`src/rtl/approx_mul_pkg.sv`:
```
`default_nettype none
// ============================================================================
//  Module      : approx_mul_pkg
//  Description : Shared types, kernel-select codes and the 2x2 approximate
//                building block used by the approximate multiplier slice.
//  Revision    : 1.0 - initial release
// ============================================================================
package approx_mul_pkg;

    // Per-rank kernel selector carried with every transaction.
    typedef logic [1:0] kern_t;

    localparam kern_t KERN_EXACT = 2'd0;
    localparam kern_t KERN_AP4   = 2'd1;
    localparam kern_t KERN_AP2   = 2'd2;
    localparam kern_t KERN_RSVD  = 2'd3;

    // 2x2 approximate product: exact except 3*3, which yields 7 so the
    // result always fits in three bits.
    function automatic logic [3:0] kmul2(input logic [1:0] a, input logic [1:0] b);
        logic [3:0] p;
        p = {2'b00, a} * {2'b00, b};
        if (a == 2'd3 && b == 2'd3) begin
            p = 4'd7;
        end
        return p;
    endfunction

endpackage
`default_nettype wire

```
`src/rtl/approx_ap2.sv`:
```
`default_nettype none
// ============================================================================
//  Module      : approx_ap2
//  Description : 4x4 approximate multiplier that keeps the three upper 2x2
//                cross terms exactly and drops the low*low term entirely.
//  Ports       : i_a, i_b  4-bit operands
//                o_p       8-bit approximate product
//  Revision    : 1.0 - initial release
// ============================================================================
module approx_ap2 (
    input  logic [3:0] i_a,
    input  logic [3:0] i_b,
    output logic [7:0] o_p
);
    logic [7:0] w_hh, w_hl, w_lh;

    assign w_hh = {6'b000000, i_a[3:2]} * {6'b000000, i_b[3:2]};
    assign w_hl = {6'b000000, i_a[3:2]} * {6'b000000, i_b[1:0]};
    assign w_lh = {6'b000000, i_a[1:0]} * {6'b000000, i_b[3:2]};

    assign o_p = (w_hh << 4) + (w_hl << 2) + (w_lh << 2);
endmodule
`default_nettype wire

```
`src/rtl/approx_ap4.sv`:
```
`default_nettype none
// ============================================================================
//  Module      : approx_ap4
//  Description : 4x4 approximate multiplier built from four approximate 2x2
//                blocks (each block maps 3*3 to 7). Largest output is 175.
//  Ports       : i_a, i_b  4-bit operands
//                o_p       8-bit approximate product
//  Revision    : 1.0 - initial release
// ============================================================================
module approx_ap4
    import approx_mul_pkg::*;
(
    input  logic [3:0] i_a,
    input  logic [3:0] i_b,
    output logic [7:0] o_p
);
    logic [3:0] w_hh, w_hl, w_lh, w_ll;

    assign w_hh = kmul2(i_a[3:2], i_b[3:2]);
    assign w_hl = kmul2(i_a[3:2], i_b[1:0]);
    assign w_lh = kmul2(i_a[1:0], i_b[3:2]);
    assign w_ll = kmul2(i_a[1:0], i_b[1:0]);

    assign o_p = ({4'b0000, w_hh} << 4) + ({4'b0000, w_hl} << 2)
               + ({4'b0000, w_lh} << 2) +  {4'b0000, w_ll};
endmodule
`default_nettype wire

```
`src/rtl/approx_exact4.sv`:
```
`default_nettype none
// ============================================================================
//  Module      : approx_exact4
//  Description : Exact 4x4 unsigned multiplier kernel.
//  Ports       : i_a, i_b  4-bit operands
//                o_p       8-bit exact product
//  Revision    : 1.0 - initial release
// ============================================================================
module approx_exact4 (
    input  logic [3:0] i_a,
    input  logic [3:0] i_b,
    output logic [7:0] o_p
);
    assign o_p = {4'b0000, i_a} * {4'b0000, i_b};
endmodule
`default_nettype wire

```
`src/rtl/approx_kernel4.sv`:
```
`default_nettype none
// ============================================================================
//  Module      : approx_kernel4
//  Description : One digit-pair multiplier. Evaluates the exact, ap4 and ap2
//                kernels in parallel and selects one by kernel code.
//  Ports       : i_a, i_b  4-bit digits
//                i_sel     kernel code (reserved code behaves as exact)
//                o_p       8-bit partial product
//  Revision    : 1.0 - initial release
// ============================================================================
module approx_kernel4
    import approx_mul_pkg::*;
(
    input  logic [3:0] i_a,
    input  logic [3:0] i_b,
    input  kern_t      i_sel,
    output logic [7:0] o_p
);
    logic [7:0] w_exact, w_ap4, w_ap2;

    approx_exact4 u_exact (.i_a(i_a), .i_b(i_b), .o_p(w_exact));
    approx_ap4    u_ap4   (.i_a(i_a), .i_b(i_b), .o_p(w_ap4));
    approx_ap2    u_ap2   (.i_a(i_a), .i_b(i_b), .o_p(w_ap2));

    always_comb begin
        o_p = w_exact;
        case (i_sel)
            KERN_AP4:              o_p = w_ap4;
            KERN_AP2:              o_p = w_ap2;
            KERN_EXACT, KERN_RSVD: o_p = w_exact;
        endcase
    end
endmodule
`default_nettype wire

```
`src/rtl/approx_mul_pipe.sv`:
```
`default_nettype none
// ============================================================================
//  Module      : approx_mul_pipe
//  Description : Three-stage streaming approximate unsigned multiplier.
//                Operands are split into 4-bit digits; each digit pair uses
//                the kernel selected for its rank k = i + j.
//                S1: operands + config snapshot, S2: partial products,
//                S3: shifted sum.
//  Ports       : clk, rst_n          clock, async active-low reset
//                cfg_we, cfg_data    kernel-config write (2 bits per rank)
//                in_valid/in_ready   operand handshake, in_a / in_b
//                out_valid/out_ready result handshake, out_prod
//  Revision    : 1.0 - initial release
// ============================================================================
module approx_mul_pipe
    import approx_mul_pkg::*;
#(
    parameter int                                 WIDTH       = 8,
    parameter logic [2*(2*(WIDTH/4)-1)-1:0]       DEFAULT_CFG = 6'b10_01_01
)(
    input  logic                             clk,
    input  logic                             rst_n,
    input  logic                             cfg_we,
    input  logic [2*(2*(WIDTH/4)-1)-1:0]     cfg_data,
    input  logic                             in_valid,
    output logic                             in_ready,
    input  logic [WIDTH-1:0]                 in_a,
    input  logic [WIDTH-1:0]                 in_b,
    output logic                             out_valid,
    input  logic                             out_ready,
    output logic [2*WIDTH-1:0]               out_prod
);
    localparam int D   = WIDTH / 4;
    localparam int R   = 2 * D - 1;
    localparam int CW  = 2 * R;
    localparam int PW  = 2 * WIDTH;
    localparam int NPP = D * D;

    logic [CW-1:0]    r_cfg;
    logic             r_s1_valid, r_s2_valid, r_s3_valid;
    logic [WIDTH-1:0] r_s1_a, r_s1_b;
    logic [CW-1:0]    r_s1_cfg;
    logic [7:0]       w_pp    [NPP];
    logic [7:0]       r_s2_pp [NPP];
    logic [PW-1:0]    w_term  [NPP];
    logic [PW-1:0]    w_sum;
    logic [PW-1:0]    r_prod;
    logic             w_s1_ready, w_s2_ready, w_s3_ready;

    // Ready chains combinationally from the output back to the input, so a
    // full pipe resumes accepting in the same cycle out_ready rises.
    assign w_s3_ready = !r_s3_valid || out_ready;
    assign w_s2_ready = !r_s2_valid || w_s3_ready;
    assign w_s1_ready = !r_s1_valid || w_s2_ready;

    assign in_ready  = w_s1_ready;
    assign out_valid = r_s3_valid;
    assign out_prod  = r_prod;

    always_ff @(posedge clk or negedge rst_n) begin
        if (!rst_n) begin
            r_cfg <= DEFAULT_CFG;
        end else if (cfg_we) begin
            r_cfg <= cfg_data;
        end
    end

    always_ff @(posedge clk or negedge rst_n) begin
        if (!rst_n) begin
            r_s1_valid <= 1'b0;
            r_s2_valid <= 1'b0;
            r_s3_valid <= 1'b0;
        end else begin
            if (w_s1_ready) r_s1_valid <= in_valid;
            if (w_s2_ready) r_s2_valid <= r_s1_valid;
            if (w_s3_ready) r_s3_valid <= r_s2_valid;
        end
    end

    // Data registers need no reset; their valid bits qualify them. The
    // snapshot takes r_cfg before any same-edge write lands.
    always_ff @(posedge clk) begin
        if (w_s1_ready && in_valid) begin
            r_s1_a   <= in_a;
            r_s1_b   <= in_b;
            r_s1_cfg <= r_cfg;
        end
        if (w_s2_ready) begin
            r_s2_pp <= w_pp;
        end
    end

    always_ff @(posedge clk or negedge rst_n) begin
        if (!rst_n) begin
            r_prod <= '0;
        end else if (w_s3_ready && r_s2_valid) begin
            r_prod <= w_sum;
        end
    end

    // One kernel per digit pair; the term for rank k is shifted by 4k. The
    // top rank shifts an 8-bit value to exactly the MSB, so nothing is lost.
    for (genvar gi = 0; gi < D; gi++) begin : g_row
        for (genvar gj = 0; gj < D; gj++) begin : g_col
            approx_kernel4 u_kern (
                .i_a   (r_s1_a[4*gi +: 4]),
                .i_b   (r_s1_b[4*gj +: 4]),
                .i_sel (r_s1_cfg[2*(gi+gj) +: 2]),
                .o_p   (w_pp[gi*D+gj])
            );
            assign w_term[gi*D+gj] = {{(PW-8){1'b0}}, r_s2_pp[gi*D+gj]} << (4*(gi+gj));
        end
    end

    always_comb begin
        w_sum = '0;
        for (int n = 0; n < NPP; n++) begin
            w_sum = w_sum + w_term[n];
        end
    end

endmodule
`default_nettype wire

```
`config.mk`:
```
export PLATFORM = sky130hd
export DESIGN_NAME = approx_mul_pipe
export DESIGN_NICKNAME = d
export VERILOG_FILES = /design/src/rtl/approx_mul_pkg.sv /design/src/rtl/approx_ap2.sv /design/src/rtl/approx_ap4.sv /design/src/rtl/approx_exact4.sv /design/src/rtl/approx_kernel4.sv /design/src/rtl/approx_mul_pipe.sv
export SDC_FILE = /design/constraint.sdc
export NUM_CORES = 1
export LEC_CHECK = 0
export BUFFER_PORTS_ARGS = -buffer_cell sky130_fd_sc_hd__buf_2
export CORE_MARGIN = 8
export CORE_UTILIZATION = 45
export CTS_BUF_LIST = sky130_fd_sc_hd__clkbuf_2
export DETAILED_ROUTE_END_ITERATION = 8
export GPL_TIMING_DRIVEN = 0
export HOLD_SLACK_MARGIN = 0.06
export PLACE_DENSITY = 0.62
export SYNTH_ARGS = -nofsm -noshare
export SYNTH_HDL_FRONTEND = slang
export SYNTH_SLANG_ARGS = --single-unit
```
`constraint.sdc`:
```
create_clock -name clk -period 5.4 [get_ports clk]
set_input_delay 0.54 -clock clk [delete_from_list [all_inputs] [get_ports clk]]
set_output_delay 0.54 -clock clk [all_outputs]
set_load 0.005 [all_outputs]
```
# Yosys cells after proc, flatten, opt, wreduce, memory -nomap -nowiden
# Cells that the tools add are included.
classes:
  addsub: 23
  mul: 32
  n_div: 0
  order_cmp: 0
  eq_ne: 17
  shift: 0
  mux: 20
  n_bitwise: 0
  n_reduce_logical: 30
op_table:
  columns: ["cell", "n"]
  rows:
  - ["adder 8 x 6 -> 8 bit", 16]
  - ["multiplier 2 x 2 -> 4 bit", 28]
  - ["one-hot mux 8 bit (3 select lines)", 4]
  - ["two-way mux 4 bit", 16]
  - ["adder 8 x 4 -> 8 bit", 4]
  - ["multiplier 4 x 4 -> 8 bit", 4]
  - ["equality test 2 bit (second input constant)", 14]
  - ["logical AND 1 bit", 18]
  - ["adder 14 x 16 -> 16 bit", 1]
  - ["adder 13 x 12 -> 14 bit", 1]
  - ["adder 8 x 12 -> 13 bit", 1]
  - ["equality test 2 x 1 -> 1 bit (second input constant)", 3]
  - ["zero test 2 bit", 3]
  - ["OR reduction 2 bit", 3]
  - ["zero test 1 bit", 3]
  - ["logical OR 1 bit", 3]
totals:
  regBits: 79
  latchBits: 0
  ram_bits: 0
  mem_bits_ro: 0
  input_bits: 27
  out_inout_bits: 18
  word_cells: 134
  mem_count: 0

# Logic depth before layout (Yosys ltp)
logic_depth:
  word_depth: 7
  mapped_depth: 16
  mapped_depth_nobuf: 16

# Cells and area by module
# Synthesis repeated with hierarchy kept, for this count alone.
unflattened:
  hier_cells: 946
  area_unflattened_um2: 9391.5
by_module_without_submodules:
  columns: ["module", "n_inst", "cells_each", "area_each_um2", "seq_area_each_um2"]
  rows:
  - ["approx_mul_pipe", 1, 202, 3241.9, 2250.9]
  - ["approx_ap4 (g_row[0].g_col[0].u_kern.u_ap4 ...)", 3, 62, 515.5, 0.0]
  - ["approx_ap2", 4, 42, 377.9, 0.0]
  - ["approx_exact4 (g_row[0].g_col[1].u_kern.u_exact ...)", 3, 51, 447.9, 0.0]
  - ["approx_kernel4", 4, 31, 192.7, 0.0]
  - ["approx_ap4 (g_row[1].g_col[0].u_kern.u_ap4)", 1, 62, 513.0, 0.0]
  - ["approx_exact4 (g_row[0].g_col[0].u_kern.u_exact)", 1, 51, 464.2, 0.0]

# Worst setup path after synthesis
# No wires, ideal clock.
synth_timing:
  path_kind: "reg-to-reg"
  startpoint: "register r_s2_pp[9] in the netlist's numbering"
  endpoint: "register r_prod[14], in the netlist out_prod[14]"
  setup_time_ns: 0.095
  t_arrival_ns: 3.319
  required_time_ns: 5.305
  path_slack_ns: 1.986
  path_stages_with_launch: 15
  path_buffers: 0
  synth_period_minus_slack_ns: 3.414
  cell_sequence: "edfxtp_1 -> fa_1 -> ha_1 -> fa_1 -> a21o_1 -> a21oi_1 -> o21bai_1 -> a21oi_1 -> xnor2_1 -> ha_1 -> o21a_1 -> o31a_1 -> o21a_1 -> o21a_1 -> o31ai_1"
synth_between:
  elab_chain_len: 2
synth_rtl:
  columns: ["item", "line", "source"]
  rows:
  - ["start: declaration", "approx_mul_pipe.sv:44", "logic [7:0] r_s2_pp [NPP];"]
  - ["start signal: assignment", "approx_mul_pipe.sv:89", "r_s2_pp <= w_pp;"]
  - ["adder 13 x 12 -> 14 bit", "approx_mul_pipe.sv:118", "w_sum = w_sum + w_term[n];"]
  - ["adder 14 x 16 -> 16 bit", "approx_mul_pipe.sv:118", null]
  - ["end signal: assignment", "approx_mul_pipe.sv:97", "r_prod <= w_sum;"]
  - ["end: declaration", "approx_mul_pipe.sv:47", "logic [PW-1:0] r_prod;"]
# Every way passes these cells.
# A chain may end at the register's enable or synchronous reset.

# Final worst setup path
layout_timing:
  startpoint: "register r_s1_a[2]"
  endpoint: "register r_s2_pp[30] in the netlist's numbering, data pin"
layout_between:
  elab_chain_len: 7
  word_cells_on_any_way: 16
  cone_classes: "5 x add/sub; 5 x mul; 1 x eq/ne; 3 x mux; 2 x reduce/logical"
layout_rtl:
  columns: ["item", "line", "source"]
  rows:
  - ["start: declaration", "approx_mul_pipe.sv:41", "logic [WIDTH-1:0] r_s1_a, r_s1_b;"]
  - ["start signal: assignment", "approx_mul_pipe.sv:84", "r_s1_a <= in_a;"]
  - ["parallel branches: the longest is 6 deep, another holds adder 8 x 6 -> 8 bit", null, null]
  - ["one-hot mux 8 bit (3 select lines) (*)", "approx_kernel4.sv:27", "case (i_sel)"]
  - ["named net g_row[0].g_col[0].u_kern.o_p[6]", "approx_kernel4.sv:17", "output logic [7:0] o_p"]
# Mark *: on every way through the listed nets, which the timed path passes.

==> metrics.txt <==
status=completed; DIE AREA=around 22000 um2; Routed WL=17.45 mm; sequential-to-total area share from yosys stat=around 28%; Setup violations, final=0; Root Driver=clkbuf_2; most frequent cells in the layout=ha_1, inv_1, and2_1; cells after synthesis=about 800; commonest non-fill, non-tap cell in the layout=ha_1; Hold Startpoint=in_a[2]; DR vias=between 5000 and 6000; crit path kind=flip-flop to flip-flop; CTS tree=yes; largest net degree at the start of global routing=34; Initial Util=roughly 45%; Final Non-Filler Cells=1115; Clock Skews=0.03843 ns; Via density=approximately 5.2; CP Launch Type=flip-flop; post-cts resize count=0; Worst R2R Setup Slack=1.60 ns; library cells used by synthesis=34; GRT overflow=0; final hold vios=0; violation count after the first detailed-route iteration=249; min Tclk post-route=approximately 3.8 ns; Leak=0.004439 uW; synthesized area=8066 um2; Hold Path Stages=1; Core Area=approximately 18000 um2; Worst-Margin Slew=between 1 and 1.5 ns; critical path arrival=slightly above 4 ns; crit-path most repeated cell=fa_1; CTS Hold Bufs=1; Avg WL per Cell=15.65 um; CTS sink cnt=approximately 80; Boundary Pins=between 40 and 50; CP endpoint kind=flip-flop; Peak Freq=between 0.2 and 0.3 GHz; syn_nets=between 1000 and 1500; crit-path max cell delay=roughly 0.54 ns; Die Y=149.9 um; worst skew pair latency=about 0.56 ns; CTS Buf Count=9; warnings from Yosys=0; critical path fanouts, max=10; VDD IR-drop max=0.0002636 V; max-slew violation count=0; share of layout cells above drive strength 1=~8.6%; Worst Hold End=r_s1_a[2]; initial antenna violation count=1; Max Buffers Root-to-Sink=2; reg2reg path depth=11; nets=~1100; reg2reg start=r_s1_a[2]; gpl congestion=roughly 0.84; DRT Pass-1 Iters=4; max_slew headroom=between 20% and 30%; CP Cell Sequence=clkbuf_1 > nand2_1 > fa_1 > fa_1 > inv_1 > fa_1 > a21o_1 > a21oi_1 > xnor2_1 > a221oi_1 > a21oi_1; setup bufs post-CTS=0; number of synthesized register bits=79; Post-DP HPWL=around 15 mm; Min-Delay Path Class=input port to flip-flop; RSZ-0062 raised after global routing=false; IO Port Bufs=43; PwrDens=roughly 300 nW/um2; syn avg cell area=slightly below 10 um2; CTS H-tree depth=3; Worst R2R End=r_s2_pp[30]; Max Cap Violations=0; # DRC=0; dpl cells=about 1100; Die Span X=149.9 um; CP max stage cell=fa_1; Total GRT Usage=16.62%; global-route wire length before repair=around 30 mm; setup TNS=0 ns; Std-Cell Rows=49; synthesis-to-layout area growth=9.090%; number of global-route vias before repair=~6000; Worst-path clk slew=between 0.2 and 0.25 ns; Tcrit/Tclk final=between 70% and 80%; post-route ant nets=0; CP Data Required Time=approximately 5.7 ns
[through the flow]
step           hold WS (ns)  util [%]  setup slack, ns  cell area (um2)  power, uW
6_report             0.1339     49.49            1.603             8800       2579
3_3_place_gp         0.4303     48.19            1.641             8568       2251
5_1_grt             0.06019     49.49            1.306             8800       2853
2_1_floorplan        0.2444         -            1.986             8066       1904
3_5_place_dp         0.4379     48.19            1.591             8568       2275
4_1_cts             0.06307     48.90            1.541             8695       2620
[synthesized netlist by cell type]
cell type / n / area, um2
a22oi_1: 12 / 90.09
o31ai_1: 3 / 22.52
a221oi_1: 14 / 122.6
xnor2_1: 20 / 175.2
mux2_2: 13 / 146.4
and2_1: 61 / 381.6
nand2_1: 58 / 217.7
edfxtp_1: 54 / 1622
fa_1: 54 / 1081
nor4b_1: 4 / 35.03
o22ai_1: 4 / 25.02
buf_2: 1 / 5.000
nand4_1: 3 / 18.77
dfstp_2: 3 / 78.83
and3b_1: 1 / 8.760
nor2b_1: 3 / 18.77
o31a_1: 1 / 8.760
nor2b_4: 1 / 13.76
ha_1: 131 / 1639
dfrtp_1: 22 / 550.5
inv_1: 114 / 427.9
a211oi_1: 12 / 90.09
clkbuf_1: 21 / 78.83
nor2_1: 21 / 78.83
o211a_1: 4 / 40.04
nor3_1: 8 / 40.04
o21bai_1: 2 / 15.01
o21a_1: 4 / 30.03
a21o_1: 24 / 180.2
nand3_1: 3 / 15.01
a21oi_1: 58 / 290.3
o21ai_0: 32 / 160.2
xor2_1: 21 / 183.9
nand2b_1: 28 / 175.2
[state kept, by name (all words and copies together) (netlist names)]
| name | count |
|---|---|
| r_s1_a | 8 |
| r_cfg | 6 |
| r_s2_pp | 32 |
| r_s2_valid | 1 |
| r_s1_b | 8 |
| r_s1_cfg | 6 |
| r_s1_valid | 1 |
| out_valid | 1 |
| out_prod | 16 |
[layout make-up]
cell class | instances | area [um2]
Buffer | 22 | 83.83
Clock buffer | 9 | 45.04
Antenna cell | 1 | 2.502
Sequential cell | 79 | 2251
Timing Repair Buffer | 54 | 325.3
Fill cell | 1706 | 8980
Multi-Input combinational cell | 600 | 5306
Inverter | 114 | 427.9
Tap cell | 229 | 286.5
Clock inverter | 7 | 71.32
[report_power, final]
group / internal (uW) / total [uW] / switching, uW
sequential: 804 / 875 / 71.1
clock: 108 / 331 / 223
combinational: 626 / 1370 / 746
total: 1540 / 2580 / 1040
[routing by layer]
| metal | up-vias | part of all wire (%) | GRT usage (%) |
|---|---|---|---|
| met4 | 0 | 1.7 | 4.898 |
| met2 | 67 | 49 | 28.42 |
| met1 | 2729 | 47 | 21.27 |
| met3 | 17 | 2.7 | 2.570 |
| li1 | 2937 | - | - |
| met5 | - | 0 | 0 |
[worst max-delay path: cells and delay by family, from the launching register on]
family / cells / cell delay (ns)
AOI/OAI and AO/OA: 4 / 0.75
xor gates and xnor gates: 1 / 0.08
adders and majority gates: 3 / 1.51
buffers and inverters: 2 / 0.53
DFF: 1 / 0.46
and+or+nand+nor: 1 / 0.20
[cell families (layout without fill, tap and decap cells)]
family	after synthesis	count (layout)	synth area share, %
buffers and inverters	136	206	6.344
xor gates and xnor gates	41	41	4.452
and+or+nand+nor	191	191	12.44
other	0	1	0
adders and majority gates	185	185	33.72
DFF	79	79	27.90
muxes	13	13	1.815
AOI/OAI and AO/OA	170	170	13.32
[worst max path at each step]
stage               startpoint  cells past startpoint      endpoint  slack [ns]
floorplan           r_s2_pp[9]                     14  out_prod[14]        1.99
global placement     r_s1_a[2]                     11   r_s2_pp[30]        1.64
detailed placement   r_s1_a[2]                     11   r_s2_pp[30]        1.59
CTS                  r_s1_a[2]                     11   r_s2_pp[30]        1.54
global route         r_s1_a[2]                     11   r_s2_pp[30]        1.31
finish               r_s1_a[2]                     11   r_s2_pp[30]        1.60
Power figures use the tool's default switching activity.
